[config.mk]
export PLATFORM = sky130hd
export DESIGN_NAME = snake_turn_queue
export DESIGN_NICKNAME = d
export VERILOG_FILES = /design/src/rtl/snake_turn_queue.sv
export SDC_FILE = /design/constraint.sdc
export NUM_CORES = 1
export LEC_CHECK = 0
export ABC_AREA = 1
export CORE_MARGIN = 2
export CORE_UTILIZATION = 43
export CTS_CLUSTER_SIZE = 30
export DETAILED_ROUTE_END_ITERATION = 7
export DONT_BUFFER_PORTS = 1
export GPL_ROUTABILITY_DRIVEN = 0
export SYNTH_ARGS = -nofsm -noshare
export SYNTH_HDL_FRONTEND = slang
export SYNTH_SLANG_ARGS = --single-unit
[constraint.sdc]
create_clock -name VGA_CLK -period 3.97 [get_ports VGA_CLK]
set_input_delay 0.5955 -clock VGA_CLK [delete_from_list [all_inputs] [get_ports VGA_CLK]]
set_output_delay 0.5955 -clock VGA_CLK [all_outputs]
set_load 0.02 [all_outputs]
[src/rtl/snake_turn_queue.sv]
// snake_turn_queue: synchronises and debounces two push-buttons, queues CW/CCW turns, applies one turn per tick.
// Latency: clean key fall -> queue_count +1 after DEBOUNCE_CYCLES+3 cycles; tick -> direction updates next cycle.
// Backpressure: buttons cannot be stalled; a press arriving at a full queue with no pop is dropped and sets sticky overflow.

// Generic synchronous FIFO with a synchronous flush.
// Latency: a pushed entry is visible at pop_dat the cycle after the push.
// Backpressure: push_rdy is low only when full and no pop is happening in the same cycle.
module fifo_sync #(
    parameter int WIDTH = 1,
    parameter int DEPTH = 4,
    parameter int PTR_W = 2
) (
    input  logic             clk,
    input  logic             rst,
    input  logic             flush,
    input  logic             push_vld,
    input  logic [WIDTH-1:0] push_dat,
    output logic             push_rdy,
    input  logic             pop_vld,
    output logic             pop_rdy,
    output logic [WIDTH-1:0] pop_dat,
    output logic [PTR_W:0]   count
);
    localparam logic [PTR_W:0] FULL_CNT = (PTR_W+1)'(DEPTH);

    logic [WIDTH-1:0] mem_q [DEPTH];
    logic [PTR_W-1:0] wr_ptr_q;
    logic [PTR_W-1:0] rd_ptr_q;
    logic [PTR_W:0]   count_q;
    logic [PTR_W:0]   count_d;
    logic             push_fire;
    logic             pop_fire;

    // A pop frees a slot in the same cycle, so a full FIFO still accepts a push alongside a pop.
    assign pop_rdy   = (count_q != '0);
    assign pop_fire  = pop_vld && pop_rdy;
    assign push_rdy  = (count_q != FULL_CNT) || pop_fire;
    assign push_fire = push_vld && push_rdy;
    assign pop_dat   = mem_q[rd_ptr_q];
    assign count     = count_q;

    // Occupancy next state: push and pop together leave the count unchanged.
    always_comb begin
        count_d = count_q;
        if (push_fire && !pop_fire) begin
            count_d = count_q + 1'b1;
        end else if (pop_fire && !push_fire) begin
            count_d = count_q - 1'b1;
        end
    end

    // Storage, pointers and count; flush empties the queue without touching storage contents.
    always_ff @(posedge clk or posedge rst) begin
        if (rst) begin
            wr_ptr_q <= '0;
            rd_ptr_q <= '0;
            count_q  <= '0;
            for (int i = 0; i < DEPTH; i++) begin
                mem_q[i] <= '0;
            end
        end else if (flush) begin
            wr_ptr_q <= '0;
            rd_ptr_q <= '0;
            count_q  <= '0;
        end else begin
            if (push_fire) begin
                mem_q[wr_ptr_q] <= push_dat;
                wr_ptr_q        <= wr_ptr_q + 1'b1;
            end
            if (pop_fire) begin
                rd_ptr_q <= rd_ptr_q + 1'b1;
            end
            count_q <= count_d;
        end
    end
endmodule

module snake_turn_queue #(
    parameter int DEBOUNCE_CYCLES = 252000,
    parameter int QDEPTH          = 4,
    parameter int PTR_W           = 2
) (
    input  logic             VGA_CLK,
    input  logic             RESET,
    input  logic [1:0]       KEY,
    input  logic             enable,
    input  logic             tick,
    output logic [1:0]       direction,
    output logic [PTR_W:0]   queue_count,
    output logic             overflow
);
    // One extra bit so the counter never wraps before reaching its terminal value.
    localparam int             CNT_W   = $clog2(DEBOUNCE_CYCLES) + 1;
    localparam logic [CNT_W-1:0] CNT_MAX = CNT_W'(DEBOUNCE_CYCLES - 1);

    // Input synchronisers; reset to 1 because the buttons are active-low (released).
    logic [1:0]       key_meta_q;
    logic [1:0]       key_s_q;

    // Per-key debouncer state.
    logic [CNT_W-1:0] cnt_q [2];
    logic [CNT_W-1:0] cnt_d [2];
    logic [1:0]       stable_q;
    logic [1:0]       stable_d;
    logic [1:0]       press_q;
    logic [1:0]       press_d;

    // Turn application state.
    logic [1:0]       dir_q;
    logic [1:0]       dir_d;
    logic             ovf_q;
    logic             ovf_d;

    // FIFO handshake.
    logic             cw_evt;
    logic             ccw_evt;
    logic             push_vld;
    logic             push_dat;
    logic             push_rdy;
    logic             pop_vld;
    logic             pop_rdy;
    logic             pop_dat;
    logic [PTR_W:0]   fifo_count;

    // Two-flop synchroniser for the raw buttons.
    always_ff @(posedge VGA_CLK or posedge RESET) begin
        if (RESET) begin
            key_meta_q <= 2'b11;
            key_s_q    <= 2'b11;
        end else begin
            key_meta_q <= KEY;
            key_s_q    <= key_meta_q;
        end
    end

    // Debounce: count consecutive cycles of disagreement; accept the new level on the last one.
    // The press pulse is raised on the same edge that stable falls, so it is already a register.
    always_comb begin
        for (int k = 0; k < 2; k++) begin
            cnt_d[k]    = cnt_q[k];
            stable_d[k] = stable_q[k];
            press_d[k]  = 1'b0;
            if (key_s_q[k] == stable_q[k]) begin
                cnt_d[k] = '0;
            end else if (cnt_q[k] == CNT_MAX) begin
                stable_d[k] = key_s_q[k];
                cnt_d[k]    = '0;
                press_d[k]  = stable_q[k];
            end else begin
                cnt_d[k] = cnt_q[k] + 1'b1;
            end
        end
    end

    // Debouncer registers; they keep running regardless of enable.
    always_ff @(posedge VGA_CLK or posedge RESET) begin
        if (RESET) begin
            cnt_q[0] <= '0;
            cnt_q[1] <= '0;
            stable_q <= 2'b11;
            press_q  <= 2'b00;
        end else begin
            cnt_q[0] <= cnt_d[0];
            cnt_q[1] <= cnt_d[1];
            stable_q <= stable_d;
            press_q  <= press_d;
        end
    end

    // Simultaneous CW and CCW presses cancel each other and enqueue nothing.
    assign cw_evt   = press_q[0] & ~press_q[1];
    assign ccw_evt  = press_q[1] & ~press_q[0];
    assign push_vld = enable & (cw_evt | ccw_evt);
    assign push_dat = ccw_evt;
    assign pop_vld  = enable & tick;

    fifo_sync #(
        .WIDTH (1),
        .DEPTH (QDEPTH),
        .PTR_W (PTR_W)
    ) u_turn_fifo (
        .clk      (VGA_CLK),
        .rst      (RESET),
        .flush    (~enable),
        .push_vld (push_vld),
        .push_dat (push_dat),
        .push_rdy (push_rdy),
        .pop_vld  (pop_vld),
        .pop_rdy  (pop_rdy),
        .pop_dat  (pop_dat),
        .count    (fifo_count)
    );

    // Heading and sticky overflow next state; disable forces both back to their idle values.
    always_comb begin
        dir_d = dir_q;
        ovf_d = ovf_q;
        if (!enable) begin
            dir_d = 2'd0;
            ovf_d = 1'b0;
        end else begin
            if (pop_vld && pop_rdy) begin
                dir_d = pop_dat ? (dir_q - 2'd1) : (dir_q + 2'd1);
            end
            if (push_vld && !push_rdy) begin
                ovf_d = 1'b1;
            end
        end
    end

    // Heading and overflow registers.
    always_ff @(posedge VGA_CLK or posedge RESET) begin
        if (RESET) begin
            dir_q <= 2'd0;
            ovf_q <= 1'b0;
        end else begin
            dir_q <= dir_d;
            ovf_q <= ovf_d;
        end
    end

    assign direction   = dir_q;
    assign queue_count = fifo_count;
    assign overflow    = ovf_q;
endmodule

Word-level counts from Yosys, hierarchy flattened
Cells that the tools add are included.
W data, S select, Z words.

storage, ports and cells
  output and inout port bits = 6
  bits of input ports = 6
  word-level logic and storage cells = 87
  flip-flop bits (word level) = 60

operators by class
  add/subtract/negate cells = 8
  equality and inequality tests = 9
  $lt $le $gt $ge = 3
  reduce and logical (&&, ||, !) cells = 14
  multiplexer cells = 26
  bitwise gates (word level) = 11

operators with widths
  kind                     number
  $mux W19                 4
  $add A19 B1 Y19 const B  2
  $eq A19 B18 Y1 const B   2
  $mux W2                  7
  $mux W1                  9
  $mux W3                  3
  $add A2 B1 Y2 const B    3
  $ge A3 B3 Y1 const B     2
  $logic_and A1 B1 Y1      6
  $ne A2 B1 Y1 const B     3
  $not A2 Y3               2
  $reduce_and A2 Y1        3
  $and A1 B1 Y1            4
  $bwmux W4                1
  $not A1 Y1               4
  $add A3 B1 Y3 const B    1
  $logic_not A1 Y1         3
  $lt A3 B1 Y1 const B     1
  $ne A3 B1 Y1 const B     1
  $ne A3 B3 Y1 const B     1
  $reduce_bool A3 Y1       1
  $sub A3 B1 Y3 const B    1
  $bmux W1 S2              1
  $demux W1 S2             1
  other kinds (4)          5

Logic depth before layout (Yosys ltp)
Gate-level depths: netlist of run 1.

  word-level depth = 10
  mapped depth = 11
  depth with buffers taken out = 10

Hierarchy
A second synthesis of run 1 with hierarchy kept.

second synthesis, totals
  cell total of the unflattened synthesis = 419
  area total of the unflattened synthesis = 3284.4 um^2

by module, submodules not included
  module            instances  cells each  sequential area each (um^2)  area an instance (um^2)
  snake_turn_queue  1          339         1233.7                       2631.3
  fifo_sync         1          80          275.3                        653.1

Least setup slack after synthesis of run 1
Ideal clock, no wire load.

  path kind = input -> register
  start point = in enable
  end point = reg u_turn_fifo.count_q[1] (netlist: u_turn_fifo.count[1])
  required time = 3848 ps
  stages on the path = 9
  setup slack = 2070 ps
  path buffers = 1
  setup time = 122 ps
  data arrival time = 1778 ps
  cell sequence = buf_4 nand2_2 nand3_2 nand3_1 inv_1 fa_1 nor2_1 nand2_1 o21ai_1

on the way
  longest elaborated chain between the ends = 7
  elaborated cells between the ends (all ways) = 12
  classes of those cells = 1 x eq/ne; 2 x mux; 2 x bitwise; 7 x reduce/logical

ends and longest elaborated chain
  item                                                            RTL line  RTL
  from (decl)                                                     86        input logic enable,
  $and A1 B1 Y1                                                   175       assign pop_vld = enable & tick;
  $logic_and A1 B1 Y1                                             36        assign pop_fire = pop_vld && pop_rdy;
  $logic_or A1 B1 Y1                                              37        assign push_rdy = (count_q != FULL_CNT) || pop_fire;
  $logic_and A1 B1 Y1                                             38        assign push_fire = push_vld && push_rdy;
  $logic_not A1 Y1 / $logic_and A1 B1 Y1 (equally long branches)  47, 45
  $logic_and A1 B1 Y1 / $mux W3 (equally long branches)           47, 45
  $ne A3 B1 Y1 (no line) / $mux W3 (equally long branches)        --
  to (signal assigned)                                            73        count_q <= count_d;
  to (decl)                                                       29        logic [PTR_W:0] count_q;

Several ways; a longest one is shown, not always the timed one.
A chain may end at the register's enable or synchronous reset.

Worst setup path in the final report of run 1
  start point = reg u_turn_fifo.count_q[1] (netlist: u_turn_fifo.count[1])
  end point = reg u_turn_fifo.count_q[1] (netlist: u_turn_fifo.count[1])

on the way
  longest elaborated chain between the ends = 7
  elaborated cells between the ends (all ways) = 15
  classes of those cells = 2 x add/sub; 2 x eq/ne; 3 x mux; 8 x reduce/logical

ends and longest elaborated chain
  item
  branches (longest 7 deep; another with $sub A3 B1 Y3)

Several ways; the timed one is not identified. The select of a mux whose other input is x is not followed.

==> flow_summary.ini, run 1 <==
[floorplanning]
num_rows = 32
die_y_um = 92.9
die_area_um2 = 8640
io_pins = 12
design.core.area_um2 = 7690
initial_utilization_pct = 44.3
die_w_um = 92.9

[synthesis]
synth_area_per_cell_um2 = 7.77
syn_inst = 438
syn_area_um2 = 3400
synth_xor_area_share_pct = 4.89
synth_compound_area_share_pct = 6.07
synth_edf_count = 0
syn-num-nets = 452
yosys.area_share.simple_pct = 33.8
synth_seq_cells = 60
synth_top_flop_cell = dfrtp_1
muxShareOfSynthArea_pct = 0
yosys_warnings = 0
synth_top_family_by_area = simple AND/OR/NAND/NOR gates
yosys.area_share.adder_pct = 3.16
yosysSeqAreaShare_pct = 44.4
ys_types = 35
synthArstFlopShare_pct = 100

[timing]
hold_viol_final = 0
fin_hold_ws_ns = 0.162
tns_ns = 0
clock.fmax_mhz = 519
min_period_ns = 1.93
finalSetupViolCount = 0
slew_violations = 0
slew_headroom_pct = 67.6
fin_skew_ns = 0.00921
worst_pin_slew_ns = 0.486
rsz0062_at_grt = false
period_share_pct = 48.5

[routing]
first_pass_iters = 4
antenna_left = 0
met2_length_um = 3210
met3_length_um = 318
drt_wl_total_um = 7440
drc_errors = 0
vias_per_cell = 5.16
drtIter0Drc = 137
vias = 2859
avgRoutedWirePerCell_um = 13.4
highest_layer = met4
drt-met1-wl_um = 3720

[global_routing]
grt_pass1_vias = 2815
grt.total_usage_pct = 19.2
grt_max_degree = 39
grt_pass1_wl_um = 13300
grt_overflow = 0
antenna_found_initial = 0

[setup_path]
crit_type = reg -> reg
required_ns = 4.20
arrival_ns = 2.15
crit_path_start_kind = flop
worstSetupEndpointType = flop
crit_fanout = 5

[placed_design]
detailed_place_hpwl_um = 5350
portBuffers = 0

[hold_path]
hold_path_class = in -> async

[clock_network]
clk_latency_ns = 0.33
root_buffer = clkbuf_8
clock_path_buffers = 2
cts_made_buffers = 9
cts_resized = 0
cts.sinks = 60
htree_num_levels = 3
cts_hold_buf = 0
cts_tree = built
clk_pin_slew_ns = 0.07
postCtsSetupRepairBufs = 0

[final_layout]
antennaDiodeCount = 0
seq_area_um2 = 1510
multiInputGateArea_um2 = 1630
nFillCells = 771
mostFrequentLayoutCells = nand2_1, nor2_1, inv_1
final_common_cell = nand2_1
drive_above_1_share_pct = 11.5
area_growth_pct = 9.86
final_nets = 461

[flow_run]
drv_cap = 0

[power]
power_density_nw_per_um2 = 366
p_leak_nw = 1.62
ir_worst_vdd_uv = 149

[outcome]
status = finished clean
final cells by class:
| type | count | share of cell area, % |
|---|---|---|
| clock buffers | 11 | 3.78 |
| clock inverters | 5 | 2.01 |
| inverters | 66 | 6.63 |
| multi-input cells | 309 | 43.6 |
| flip-flops and latches | 60 | 40.4 |
| well taps | 102 | 3.41 |
| repair buffers | 1 | 0.201 |
state kept, by name, summed over array words and instances, names as in the netlist:
register              cells
cnt_q                    38
direction                 2
key_meta_q                2
key_s_q                   2
overflow                  1
press_q                   2
stable_q                  2
u_turn_fifo.count         3
u_turn_fifo.mem_q         4
u_turn_fifo.rd_ptr_q      2
u_turn_fifo.wr_ptr_q      2
stage by stage:
stage                     setup WS [ns]  instances  power, mW  util, %  cell area [um2]
after CTS                          2.03        554       1.39     48.6             3740
after detailed placement           2.05        538      0.775     45.8             3520
after global placement             2.08        538      0.772     45.8             3520
after global routing               1.87        554       1.44     48.6             3740
final                              2.04        554       1.37     48.6             3740
after floorplan                    1.90        438      0.751        -             3400
power by group:
group | internal (mW) | switching, mW | total (mW)
registers | 0.635 | 0.0329 | 0.667
clock network | 0.368 | 0.240 | 0.607
logic | 0.0304 | 0.0642 | 0.0946
total | 1.03 | 0.337 | 1.37
worst max-delay path, stage by stage (launching register included):
cell	delay (ns)
dfrtp_1	0.47
nor2_1	0.27
nand3_2	0.16
nand3_1	0.20
inv_1	0.08
fa_1	0.48
nor2_1	0.05
nand2_1	0.05
o21ai_1	0.06
metal layers:
metal	up-vias	global-route usage (%)
li1	1437	-
met1	1333	27.3
met2	72	28.1
met3	17	3.58
met4	0	9.19
met5	-	0
synth_stat cells, types with 2 or more instances:
cell | instances | area share (%)
a21oi_1 | 4 | 0.59
dfrtp_1 | 54 | 40
dfstp_2 | 6 | 4.6
ha_1 | 7 | 2.6
inv_1 | 61 | 6.7
inv_2 | 5 | 0.55
nand2_1 | 80 | 8.8
nand2_2 | 5 | 0.92
nand3_1 | 31 | 4.6
nand3_2 | 2 | 0.59
nand3b_1 | 2 | 0.44
nand4_1 | 23 | 4.2
nor2_1 | 78 | 8.6
nor2_2 | 7 | 1.3
nor3_1 | 13 | 1.9
nor3_2 | 4 | 1.2
o21ai_0 | 11 | 1.6
o21ai_1 | 4 | 0.59
o21bai_1 | 5 | 1.1
o31ai_1 | 4 | 0.88
xnor2_1 | 2 | 0.51
xor2_1 | 17 | 4.4
cells by family (layout without fill, tap and decap cells):
kind of cell    count (synthesis)  in the layout
xor+xnor                       19             19
fa+ha+maj                       8              8
simple gates                  249            249
compound gates                 33             33
flops                          60             60
buf+inv                        69             83
path summary, 6_finish.rpt:
path / to / cells past startpoint / startpoint / slack, ns
max: u_turn_fifo.count[1] / 8 / u_turn_fifo.count[1] / 2.04
max reg2reg: u_turn_fifo.count[1] / 8 / u_turn_fifo.count[1] / 2.04
min: cnt_q[36] / 1 / RESET / 0.16
min in group VGA_CLK: key_meta_q[1] / 0 / KEY[1] / 0.26
max in group asynchronous: key_s_q[1] / 2 / RESET / 2.91
min reg2reg: key_s_q[0] / 0 / key_meta_q[0] / 0.36
(Power assumes the default switching activity.)
==> run 2: changes to the inputs <==
Clock period 3.97 ns to 1.7 ns, I/O delays scaled along.
==> flow_summary.ini, run 2 (synthesis results as in run 1) <==
[clock_network]
clk_latency_ns = 0.34
cts.sinks = 60
htree_num_levels = 3
cts_made_buffers = 9
clock_path_buffers = 2
clk_pin_slew_ns = 0.07
root_buffer = clkbuf_8
cts_tree = built

[routing]
antenna_left = 0
drc_errors = 0
vias_per_cell = 5.09
vias = 2909
drt_wl_total_um = 7530
first_pass_iters = 4
drtIter0Drc = 175
avgRoutedWirePerCell_um = 13.2

[power]
p_leak_nw = 1.71
ir_worst_vdd_uv = 431
power_density_nw_per_um2 = 851
power.total_mw = 3.35

[timing]
slew_headroom_pct = 69.3
hold_viol_final = 0
period_share_pct = 96.5
tns_ns = 0
slew_violations = 0
fin_skew_ns = 0.0130
rsz0062_at_grt = true
min_period_ns = 1.64
finalSetupViolCount = 0
worst_pin_slew_ns = 0.459
clock.fmax_mhz = 610

[setup_path]
arrival_ns = 1.91
cp-startpoint = press_q[0]
crit_chain = inv_2 > ha_4 > nor2_4 > nand3_2 > inv_2 > fa_1 > nor2_1 > nand2_1 > o21ai_1
r2r_start = press_q[0]
slowest_delay_ns = 0.39
rr_endpoint = u_turn_fifo.count[1]
ff2ff_path_depth = 9
critPathMostFrequentCell = inv_2
crit_type = reg -> reg
crit_path_start_kind = flop
required_ns = 1.97
worstSetupEndpointType = flop
r2r_setup_slack_ns = 0.06
crit_slowest_cell = fa_1
crit_fanout = 2

[final_layout]
final_area_um2 = 3940
largest_reg_flops = 38
regMostFlops = cnt_q
drive_above_1_share_pct = 15.6
final_common_cell = nand2_1
final_nets = 478
mostFrequentLayoutCells = nand2_1, nor2_1, inv_1
nFillCells = 747
area_growth_pct = 15.9
antennaDiodeCount = 0

[placed_design]
dpl_cell_area_um2 = 3640
detailed_place_hpwl_um = 5520
portBuffers = 0

[global_routing]
top_usage_layer = met2
use_met3_pct = 3.91
antenna_found_initial = 0
grt_max_degree = 36
grtUsageMet2_pct = 30.7
grt_use_met1_pct = 25.5
grt_pass1_vias = 2887
grt_pass1_wl_um = 13000
grt.total_usage_pct = 19.1
grt_overflow = 0

[floorplanning]
initial_utilization_pct = 44.3
die_area_um2 = 8640
design.core.area_um2 = 7690
die_y_um = 92.9
die_w_um = 92.9
num_rows = 32
io_pins = 12

[hold_path]
hold_depth = 1
min_from = enable
hold_path_class = in -> reg
min_to = overflow

[outcome]
status = finished clean

[flow_run]
drv_cap = 0
[run 2: metal layers]
layer  up-vias  share of wire (%)
met3        10                3.4
li1       1460                  -
met1      1386                 49
met5         -                  0
met2        53                 45
met4         0                1.8
[run 2: power breakdown]
| group | total [mW] | switching (mW) | internal (mW) | leakage (nW) |
|---|---|---|---|---|
| logic | 0.290 | 0.182 | 0.108 | 0.794 |
| clock network | 1.52 | 0.548 | 0.970 | 0.117 |
| registers | 1.55 | 0.0627 | 1.48 | 0.796 |
[run 2: final cells by class]
| class | instances | area (um2) | share of cell area [%] |
|---|---|---|---|
| multi-input combinational | 309 | 1670 | 42.3 |
| clock inverter | 5 | 100 | 2.54 |
| clock buffer | 11 | 131 | 3.33 |
| tap | 102 | 128 | 3.24 |
| sequential | 60 | 1510 | 38.3 |
| timing repair buffer | 18 | 155 | 3.94 |
| inverter | 66 | 251 | 6.38 |
[run 2: critical path, delay by kind of cell, from the launching register on]
kind / cells / cell delay [ns]
adders and majority gates: 2 / 0.60
AOI/OAI and AO/OA: 1 / 0.07
DFF: 1 / 0.38
and+or+nand+nor: 4 / 0.40
buffers and inverters: 2 / 0.13
[run 2: how the worst max path moves through the flow]
stage / to / slack [ns] / cells after the start
2_1_floorplan: u_turn_fifo.count[1] / -0.02 / 8
3_3_place_gp: u_turn_fifo.count[1] / 0.05 / 9
3_5_place_dp: u_turn_fifo.count[1] / -0.0006 / 9
4_1_cts: u_turn_fifo.count[1] / 0.003 / 9
5_1_grt: u_turn_fifo.count[1] / -0.04 / 9
6_report: u_turn_fifo.count[1] / 0.06 / 9
[run 2: timing repair]
| action | 4_1_cts | 5_1_grt |
|---|---|---|
| resized for setup | 0 | 9 |
| setup endpoints to repair | 1 | 5 |
| pin swaps | 1 | 2 |
| gates cloned | 0 | 0 |
| setup buffers | 0 | 0 |
| hold buffers | 3 | 0 |
| hold endpoints to repair | 56 | 0 |
[run 2: metrics by stage]
step	cells	setup slack, ns	hold WS (ns)	utilization (%)
6_report	571	0.0593	0.0383	51.3
2_1_floorplan	438	-0.0186	0.259	-
5_1_grt	571	-0.0352	0.0241	51.3
3_3_place_gp	552	0.0452	0.193	47.4
4_1_cts	571	0.00250	0.0132	50.8
3_5_place_dp	552	-0.000643	0.197	47.4
